### config.mk
export PLATFORM = sky130hd
export DESIGN_NAME = fwd_scoreboard
export DESIGN_NICKNAME = d
export VERILOG_FILES = /design/src/rtl/fwd_scoreboard_pkg.sv /design/src/rtl/fwd_scoreboard_pending_scoreboard.sv /design/src/rtl/fwd_scoreboard.sv
export SDC_FILE = /design/constraint.sdc
export NUM_CORES = 2
export LEC_CHECK = 0
export ABC_CLOCK_PERIOD_IN_PS = 6750
export BUFFER_PORTS_ARGS = -buffer_cell sky130_fd_sc_hd__clkbuf_2
export CORE_AREA = 3 3 485 487
export DETAILED_ROUTE_END_ITERATION = 8
export DIE_AREA = 0 0 488 490
export MAX_ROUTING_LAYER = met4
export RECOVER_POWER = 50
export SYNTH_ARGS = -nofsm -noshare
export SYNTH_HDL_FRONTEND = slang
export SYNTH_SLANG_ARGS = --single-unit
### constraint.sdc
create_clock -name clk -period 6.75 [get_ports clk]
set_input_delay 0.3375 -clock clk [delete_from_list [all_inputs] [get_ports clk]]
set_output_delay 0.3375 -clock clk [all_outputs]
set_load 0.05 [all_outputs]
### src/rtl/fwd_scoreboard_pkg.sv
// Shared widths and helpers for the operand bypass / pending-write scoreboard.
// Optional statistics outputs are enabled by defining FWD_SCOREBOARD_STATS_EN.
package fwd_scoreboard_pkg;

  localparam int REG_ADDR_WIDTH = 5;
  localparam int NUM_REGS       = 1 << REG_ADDR_WIDTH;
  localparam int WARP_SIZE      = 4;
  localparam int DATA_WIDTH     = 32;
  localparam int STAT_W         = 32;

  // fwd_src code for "operand comes from the register file"
  localparam int FWD_SRC_RF     = 0;

  typedef logic [WARP_SIZE-1:0][DATA_WIDTH-1:0] warp_data_t;

  // fwd_src needs one code for RF plus one per bypass stage
  function automatic int fwd_src_w(input int num_stages);
    return $clog2(num_stages + 1);
  endfunction

  // Pending counter must hold 0..max_pending inclusive
  function automatic int cnt_w(input int max_pending);
    return $clog2(max_pending + 1);
  endfunction

endpackage

### src/rtl/fwd_scoreboard_pending_scoreboard.sv
// Per-warp, per-register pending-write counters for long-latency ops.
// Owns issue/complete/flush updates, issue back-pressure, the sticky
// underflow flag and NUM_SRC combinational read ports for decode.
module pending_scoreboard
  import fwd_scoreboard_pkg::*;
#(
  parameter int NUM_WARPS   = 4,
  parameter int NUM_SRC     = 3,
  parameter int MAX_PENDING = 3,
  localparam int WID        = (NUM_WARPS > 1) ? $clog2(NUM_WARPS) : 1,
  localparam int PW         = cnt_w(MAX_PENDING)
) (
  input  logic                                   i_clk,
  input  logic                                   i_rst,
  input  logic                                   i_iss_valid,
  input  logic [WID-1:0]                         i_iss_warp_id,
  input  logic [REG_ADDR_WIDTH-1:0]              i_iss_rd,
  input  logic                                   i_cmp_valid,
  input  logic [WID-1:0]                         i_cmp_warp_id,
  input  logic [REG_ADDR_WIDTH-1:0]              i_cmp_rd,
  input  logic                                   i_flush_valid,
  input  logic [WID-1:0]                         i_flush_warp_id,
  input  logic [WID-1:0]                         i_rd_warp_id,
  input  logic [NUM_SRC-1:0][REG_ADDR_WIDTH-1:0] i_rd_reg,
  output logic [NUM_SRC-1:0][PW-1:0]             o_rd_cnt,
  output logic                                   o_iss_ready,
  output logic                                   o_err_underflow
);

  logic [PW-1:0] r_cnt     [NUM_WARPS][NUM_REGS];
  logic [PW-1:0] w_cnt_nxt [NUM_WARPS][NUM_REGS];
  logic          r_err_underflow;
  logic          w_underflow;
  logic          w_flush_iss;
  logic          w_flush_cmp;
  logic          w_iss_live;
  logic          w_cmp_live;
  logic          w_same_entry;

  assign o_err_underflow = r_err_underflow;

  // Issue allowed while below the limit; x0 never accumulates a count
  assign o_iss_ready = (i_iss_rd == '0) ||
                       (r_cnt[i_iss_warp_id][i_iss_rd] < PW'(MAX_PENDING));

  // Qualify events: a same-warp flush discards a complete and frees room for an issue
  always_comb begin
    w_flush_iss  = i_flush_valid && (i_flush_warp_id == i_iss_warp_id);
    w_flush_cmp  = i_flush_valid && (i_flush_warp_id == i_cmp_warp_id);
    w_iss_live   = i_iss_valid && (i_iss_rd != '0) && (o_iss_ready || w_flush_iss);
    w_cmp_live   = i_cmp_valid && (i_cmp_rd != '0) && !w_flush_cmp;
    w_same_entry = w_iss_live && w_cmp_live &&
                   (i_iss_warp_id == i_cmp_warp_id) && (i_iss_rd == i_cmp_rd);
  end

  // Next counter state: flush first, then issue/complete; matching pair cancels
  always_comb begin
    w_cnt_nxt   = r_cnt;
    w_underflow = 1'b0;
    if (i_flush_valid) begin
      for (int r = 0; r < NUM_REGS; r++) begin
        w_cnt_nxt[i_flush_warp_id][r] = '0;
      end
    end
    if (!w_same_entry) begin
      if (w_iss_live) begin
        w_cnt_nxt[i_iss_warp_id][i_iss_rd] = w_cnt_nxt[i_iss_warp_id][i_iss_rd] + PW'(1);
      end
      if (w_cmp_live) begin
        if (r_cnt[i_cmp_warp_id][i_cmp_rd] == '0) begin
          w_underflow = 1'b1;
        end else begin
          w_cnt_nxt[i_cmp_warp_id][i_cmp_rd] = w_cnt_nxt[i_cmp_warp_id][i_cmp_rd] - PW'(1);
        end
      end
    end
  end

  // Counter storage and sticky underflow, cleared only by reset
  always_ff @(posedge i_clk or posedge i_rst) begin
    if (i_rst) begin
      for (int w = 0; w < NUM_WARPS; w++) begin
        for (int r = 0; r < NUM_REGS; r++) begin
          r_cnt[w][r] <= '0;
        end
      end
      r_err_underflow <= 1'b0;
    end else begin
      r_cnt <= w_cnt_nxt;
      if (w_underflow) begin
        r_err_underflow <= 1'b1;
      end
    end
  end

  // Decode-side read ports see current state only
  always_comb begin
    for (int s = 0; s < NUM_SRC; s++) begin
      o_rd_cnt[s] = r_cnt[i_rd_warp_id][i_rd_reg[s]];
    end
  end

endmodule

### src/rtl/fwd_scoreboard.sv
// Operand bypass with pending-write scoreboard for the SIMT decode stage.
// Priority forwarding mux (youngest stage wins) plus decode stall generation.
// Define FWD_SCOREBOARD_STATS_EN to add saturating statistics outputs.
module fwd_scoreboard
  import fwd_scoreboard_pkg::*;
#(
  parameter int NUM_WARPS   = 4,
  parameter int NUM_SRC     = 3,
  parameter int NUM_STAGES  = 3,
  parameter int MAX_PENDING = 3,
  localparam int WID        = (NUM_WARPS > 1) ? $clog2(NUM_WARPS) : 1,
  localparam int PW         = cnt_w(MAX_PENDING),
  localparam int SW         = fwd_src_w(NUM_STAGES)
) (
  input  logic                                      clk,
  input  logic                                      rst,
  input  logic                                      dec_valid,
  input  logic [WID-1:0]                            dec_warp_id,
  input  logic [NUM_SRC-1:0][REG_ADDR_WIDTH-1:0]    dec_rs,
  input  logic [NUM_SRC-1:0]                        dec_rs_used,
  input  warp_data_t [NUM_SRC-1:0]                  rf_data,
  input  logic [NUM_STAGES-1:0]                     stg_valid,
  input  logic [NUM_STAGES-1:0]                     stg_reg_write,
  input  logic [NUM_STAGES-1:0]                     stg_ready,
  input  logic [NUM_STAGES-1:0][WID-1:0]            stg_warp_id,
  input  logic [NUM_STAGES-1:0][REG_ADDR_WIDTH-1:0] stg_rd,
  input  warp_data_t [NUM_STAGES-1:0]               stg_result,
  input  logic                                      iss_valid,
  input  logic [WID-1:0]                            iss_warp_id,
  input  logic [REG_ADDR_WIDTH-1:0]                 iss_rd,
  input  logic                                      cmp_valid,
  input  logic [WID-1:0]                            cmp_warp_id,
  input  logic [REG_ADDR_WIDTH-1:0]                 cmp_rd,
  input  logic                                      flush_valid,
  input  logic [WID-1:0]                            flush_warp_id,
  output warp_data_t [NUM_SRC-1:0]                  fwd_data,
  output logic [NUM_SRC-1:0][SW-1:0]                fwd_src,
  output logic                                      dec_stall,
  output logic                                      iss_ready,
  output logic                                      err_underflow
`ifdef FWD_SCOREBOARD_STATS_EN
  ,
  output logic [NUM_STAGES-1:0][STAT_W-1:0]         stat_fwd_hits,
  output logic [STAT_W-1:0]                         stat_stall_cycles,
  output logic [STAT_W-1:0]                         stat_issue_blocked
`endif
);

  logic [NUM_SRC-1:0][PW-1:0] w_rd_cnt;
  logic [NUM_SRC-1:0]         w_win_ready;
  logic                       w_stall_any;

  pending_scoreboard #(
    .NUM_WARPS   (NUM_WARPS),
    .NUM_SRC     (NUM_SRC),
    .MAX_PENDING (MAX_PENDING)
  ) u_pending (
    .i_clk           (clk),
    .i_rst           (rst),
    .i_iss_valid     (iss_valid),
    .i_iss_warp_id   (iss_warp_id),
    .i_iss_rd        (iss_rd),
    .i_cmp_valid     (cmp_valid),
    .i_cmp_warp_id   (cmp_warp_id),
    .i_cmp_rd        (cmp_rd),
    .i_flush_valid   (flush_valid),
    .i_flush_warp_id (flush_warp_id),
    .i_rd_warp_id    (dec_warp_id),
    .i_rd_reg        (dec_rs),
    .o_rd_cnt        (w_rd_cnt),
    .o_iss_ready     (iss_ready),
    .o_err_underflow (err_underflow)
  );

  // Priority mux: scan oldest to youngest so the lowest matching stage is left standing
  always_comb begin
    for (int s = 0; s < NUM_SRC; s++) begin
      fwd_src[s]     = SW'(FWD_SRC_RF);
      fwd_data[s]    = rf_data[s];
      w_win_ready[s] = 1'b1;
      for (int k = NUM_STAGES - 1; k >= 0; k--) begin
        if (stg_valid[k] && stg_reg_write[k] && (stg_warp_id[k] == dec_warp_id) &&
            (stg_rd[k] == dec_rs[s]) && (dec_rs[s] != '0)) begin
          fwd_src[s]     = SW'(k + 1);
          fwd_data[s]    = stg_result[k];
          w_win_ready[s] = stg_ready[k];
        end
      end
    end
  end

  // Stall if any used source is pending or its winning stage has no result yet
  always_comb begin
    w_stall_any = 1'b0;
    for (int s = 0; s < NUM_SRC; s++) begin
      if (dec_rs_used[s] && ((w_rd_cnt[s] != '0) || !w_win_ready[s])) begin
        w_stall_any = 1'b1;
      end
    end
    dec_stall = dec_valid && w_stall_any;
  end

`ifdef FWD_SCOREBOARD_STATS_EN
  localparam int HW = $clog2(NUM_SRC + 1);

  logic [NUM_STAGES-1:0][HW-1:0] w_hit_inc;

  function automatic logic [STAT_W-1:0] sat_add(input logic [STAT_W-1:0] a,
                                                 input logic [STAT_W-1:0] b);
    logic [STAT_W:0] sum;
    sum = {1'b0, a} + {1'b0, b};
    return sum[STAT_W] ? {STAT_W{1'b1}} : sum[STAT_W-1:0];
  endfunction

  // Count forwarded used sources per stage for accepted decodes
  always_comb begin
    for (int k = 0; k < NUM_STAGES; k++) begin
      w_hit_inc[k] = '0;
      for (int s = 0; s < NUM_SRC; s++) begin
        if (dec_valid && !dec_stall && dec_rs_used[s] && (fwd_src[s] == SW'(k + 1))) begin
          w_hit_inc[k] = w_hit_inc[k] + HW'(1);
        end
      end
    end
  end

  // Saturating statistics counters
  always_ff @(posedge clk or posedge rst) begin
    if (rst) begin
      stat_fwd_hits      <= '0;
      stat_stall_cycles  <= '0;
      stat_issue_blocked <= '0;
    end else begin
      for (int k = 0; k < NUM_STAGES; k++) begin
        stat_fwd_hits[k] <= sat_add(stat_fwd_hits[k], STAT_W'(w_hit_inc[k]));
      end
      if (dec_stall) begin
        stat_stall_cycles <= sat_add(stat_stall_cycles, STAT_W'(1));
      end
      if (iss_valid && !iss_ready) begin
        stat_issue_blocked <= sat_add(stat_issue_blocked, STAT_W'(1));
      end
    end
  end
`endif

endmodule

; ---- Word level (Yosys, flattened, before mapping)
; Cells that the tools add are included.
; Widths: inputs -> output; s select.
[word_totals]
register_bits = 257
inputBits = 840
out_inout_bits = 393
[op_classes]
add_sub_neg = 2
order_cmp = 15
eq_ne = 16
n_mux = 149
bitwise_logic = 73
reduce_logical = 61
[op_table]
columns = cell, n
row1 = $and 256x256->256, 32
row2 = $not 256->256, 32
row3 = $demux 64 s2, 34
row4 = $mux 256, 6
row5 = $mux 128, 9
row6 = $mux 64, 13
row7 = $bmux 64 s2, 5
row8 = $bwmux 256, 2
row9 = $bmux 2 s5, 7
row10 = $mux 62, 1
row11 = $mux 60, 1
row12 = $mux 58, 1
row13 = $mux 56, 1
row14 = $mux 54, 1
row15 = $mux 2, 26
row16 = $mux 52, 1
row17 = $eq 5x5->1, 10
row18 = $mux 50, 1
row19 = $mux 48, 1
row20 = $mux 46, 1
row21 = $mux 44, 1
row22 = $logic_and 1x1->1, 42
row23 = $mux 42, 1
row24 = $mux 40, 1
row25 = 36 further kinds, 86

; ---- Logic depth before layout (Yosys ltp)
[logic_depth]
word_depth = 60
ltp_mapped = 29
depth_no_buf = 17

; ---- Modules after synthesis
; A second synthesis with hierarchy kept.
[hier_totals]
hier_cells = 5742
hier_area_um2 = 42664.7
[by_module_without_submodules]
columns = module, instances, cells_per_inst, area_each_um2, seq_area_each_um2
row1 = pending_scoreboard, 1, 3869, 29834.9, 6431.2
row2 = fwd_scoreboard, 1, 1873, 12829.8, 0.0

; ---- Worst setup path before layout
; OpenSTA, ideal clock, no wires.
[synth_path]
path_type = input-to-reg
start = in iss_warp_id[1]
end = reg u_pending.r_cnt[235] in the netlist's numbering
arrival_ns = 5.271
required_time_ns = 6.615
setup_slack_ns = 1.344
cell_stages = 26
cell_sequence = buf_6 -> buf_6 -> buf_6 -> buf_6 -> buf_2 -> nor2_1 -> inv_1 -> a221oi_1 -> nor3_1 -> a22o_1 -> o31ai_1 -> nor2_1 -> xnor2_1 -> buf_2 -> o311a_1 -> o211ai_1 -> o31ai_1 -> or4_1 -> nor4_1 -> o22ai_1 -> or3_1 -> buf_2 -> xnor2_4 -> buf_6 -> buf_4 -> a21oi_1
[synth_lines]
columns = item, line_no
row1 = start: declaration, fwd_scoreboard.sv:29  ; input logic [WID-1:0] iss_warp_id,
row2 = end signal: assignment, fwd_scoreboard_pending_scoreboard.sv:89  ; r_cnt <= w_cnt_nxt;
row3 = end: declaration, fwd_scoreboard_pending_scoreboard.sv:30  ; logic [PW-1:0] r_cnt [NUM_WARPS][NUM_REGS];

==> run metrics <==
Syn Inst Count=5,940; syn avg cell area=6.581 sq um; CP Class=in -> out; Final Non-Filler Cells=11,170; crit path capture type=primary output; clock latency on the worst-skew pair=640 ps; RSZ-0062 raised after global routing=no; Iter 0 DRT Violations=10,720; CTS tree=done; Fillers=26,350; fraction of layout cells with a size suffix above 1=30.25%; slew margin rel.=-175.8%; Ys Warns=0; vias in the first global route=58,070; CP startpoint kind=input pin; Required @ worst endpoint=6410 ps; Setup Fix Bufs, Post-CTS=0; Crit Reg-Reg Endpoint=u_pending.r_cnt[49]; placed insts=10,630; Hold Slack=104.7 ps; worst reg2reg path depth=22; slowest stage delay, CP=1290 ps; arrival time at the worst endpoint=6640 ps; antenna violations before repair=331; Antenna Nets Post-Route=0; status=finished, violations left; Reg clk slew, reported paths=60 ps; Final min period=6982 ps; register area share after synthesis=16.45%; # Max-Cap Violations=16; Worst Max-Slew Pin Slew=4137 ps; VDD IR-drop max=152.5 uV; DR WL/cell=50.06 um; Worst Path Buf+Inv=5; port bufs=1,232; total clock sinks=257; chip height=490 um; async set or reset register ratio after synthesis=100.0%; Top FF cell, synth=dfrtp_1; DRT Pass-1 Iters=7; DIE AREA=0.2391 sq mm; Final WS setup=-231.8 ps; PwrDens=141.5 mW/mm^2; Detail Route met2 WL=212,700 um; Die Span X=488 um; critical path's top delay family=buffers and inverters; core area=0.2319 sq mm; Area growth, synth to finish=51.15%; final setup fails=3; Layout Skew=36.98 ps; vias per cell=5.810; root buffer cell=clkbuf_16; fmax=143.2 MHz; synthesized net count=6,780; Placer Congestion=1.166; Post-Syn Area=0.03909 sq mm; Synth cell types=83; worst min path class=in -> async; met3 wire length=91,300 um; flop and latch count out of synthesis=257; Crit-path slowest cell=o21ai_0; Final Hold Fails=0; count leader, synth=nand2_1; final wirelength=559,200 um; DR DRC count=0; most instantiated cells after synthesis=nand2_1, o21ai_0, mux2i_1; Synth top area share=16.45%; Place WS=-291.4 ps; Reg2Reg Setup Slack=140 ps; critical path cell sequence=clkbuf_1 > xnor2_1 > nand4_1 > buf_4 > nor4_2 > clkbuf_1 > clkbuf_2 > mux2i_1 > nand2_1 > o21ai_0 > o21ai_0 > buf_12; failing checks=capacitance limit, slew limit, setup timing; Starting Density=16.86%; leading area contributor after synthesis=dfrtp_1; pin count of the biggest net entering global routing=168; Detail Placement HPWL=475,400 um; leakage power=23.95 nW; CTS Buffer Depth=3; total global routing overflow=0; number of H-tree levels=2; Via Count=64,900; Post-synth EDFFs=0; synth top area cells=dfrtp_1, mux2i_1, o21ai_0; RR Startpoint=u_pending.r_cnt[149]; Max Fanout on Critical Path=32; Max Slew Vio Count=601; first-pass GRT wire length=685,700 um; Max Used Layer=met4; M1 wire length=200,800 um; Rows=177; Final nets=8,472; I/O pins=1,233; CTS Buf Count=38; aggregate global-route resource usage=45.79%; Final period util=103.4%
-- power breakdown --
group / leakage (nW) / internal [W] / switching, W / total (W)
Sequential: 3.57 / 0.00158 / 0.0000876 / 0.00167
Combinational: 19.8 / 0.00126 / 0.00326 / 0.00452
Clock: 0.616 / 0.00126 / 0.000913 / 0.00217
Total: 23.9 / 0.00410 / 0.00426 / 0.00836
-- state kept, by name, summed over array words and instances, names as in the netlist --
signal                     flops
u_pending.r_cnt              256
u_pending.o_err_underflow      1
-- tightest hold or removal path: cells and delay by family --
| kind | cells | cell delay (ps) |
|---|---|---|
| buffers and inverters | 3 | 740 |
-- placed cells by master (no fill, tap or decap), types with 16 or more instances in the layout --
| cell type | synthesis | layout |
|---|---|---|
| nand2_1 | 1293 | 1290 |
| clkbuf_2 | 1 | 1015 |
| o21ai_0 | 994 | 976 |
| buf_4 | 6 | 874 |
| mux2i_1 | 578 | 578 |
| diode_2 | 0 | 468 |
| a21oi_1 | 363 | 362 |
| nor2_1 | 366 | 346 |
| dfrtp_1 | 257 | 256 |
| nand3_1 | 205 | 199 |
| nor3_1 | 204 | 197 |
| buf_12 | 0 | 173 |
| clkbuf_1 | 395 | 166 |
| o22ai_1 | 88 | 88 |
| mux4_2 | 81 | 81 |
| a31oi_1 | 78 | 78 |
| a22oi_1 | 74 | 74 |
| a211oi_1 | 54 | 53 |
| or3_1 | 54 | 53 |
| o211ai_1 | 49 | 49 |
| xnor2_1 | 47 | 46 |
| a221oi_1 | 39 | 39 |
| clkbuf_16 | 0 | 38 |
| nand4_1 | 35 | 35 |
| mux2_2 | 30 | 30 |
| o31ai_1 | 31 | 30 |
| inv_1 | 27 | 26 |
| o21ai_1 | 10 | 26 |
| a32oi_1 | 24 | 24 |
| nor4_1 | 25 | 23 |
| and3_1 | 22 | 21 |
| and2_1 | 20 | 20 |
| nand2b_1 | 20 | 19 |
| a311oi_1 | 19 | 19 |
| nor2b_1 | 20 | 18 |
| nor2_2 | 5 | 18 |
| xor2_1 | 17 | 17 |
| o2111ai_1 | 16 | 16 |
-- per-layer routing --
metal / vias up / track usage (%)
met5: - / -
met4: 0 / 35.90
met3: 1441 / 27.26
met2: 5571 / 58.91
met1: 32100 / 50.17
li1: 25780 / -
-- final cells by class --
type	count	area, sq um	area share, %
clock inverters	16	212.7	0.3600
diodes	468	1171	1.982
flip-flops and latches	257	6432	10.89
clock buffers	51	1060	1.793
well taps	3043	3807	6.443
repair buffers	2229	15790	26.72
multi-input cells	5075	30500	51.62
inverters	31	117.6	0.1990
-- per-stage QoR --
step / TNS [ps] / util, % / cell area (sq um) / total power (W)
after global placement: -23060 / 24.74 / 57360 / 0.006015
after detailed placement: -24630 / 24.74 / 57370 / 0.006005
after global routing: 0 / 25.46 / 59020 / 0.008355
after floorplan: 0 / - / 39100 / 0.003291
final: -386.8 / 25.48 / 59090 / 0.008363
after CTS: 0 / 25.30 / 58650 / 0.008169
-- worst max path at each step --
stage | to | from | depth (start not counted) | slack (ps)
floorplan | u_pending.r_cnt[235] | iss_warp_id[1] | 26 | 1340
finish | fwd_data[96] | dec_warp_id[0] | 12 | -230
global route | u_pending.r_cnt[49] | iss_warp_id[0] | 26 | 6
CTS | u_pending.r_cnt[115] | u_pending.r_cnt[149] | 22 | 180
detailed placement | u_pending.r_cnt[49] | iss_warp_id[0] | 26 | -290
global placement | u_pending.r_cnt[239] | iss_warp_id[0] | 26 | -290
-- logic make-up (layout without fill, tap and decap cells) --
group | after synthesis | count (layout) | share of synthesized area, %
other cells | 0 | 468 | 0
simple gates | 2311 | 2311 | 25.23
buf+inv | 608 | 2327 | 6.228
mux | 689 | 689 | 20.33
compound gates | 2010 | 2010 | 30.26
flops | 257 | 257 | 16.45
xor+xnor | 65 | 65 | 1.504
-- what timing repair did --
item                                    4_1_cts  5_1_grt
gates resized for setup                       0        3
endpoints found under the setup margin        0      119
hold buffers                                  1        0
hold endpoints to repair                     11        0
(Power assumes the default switching activity.)
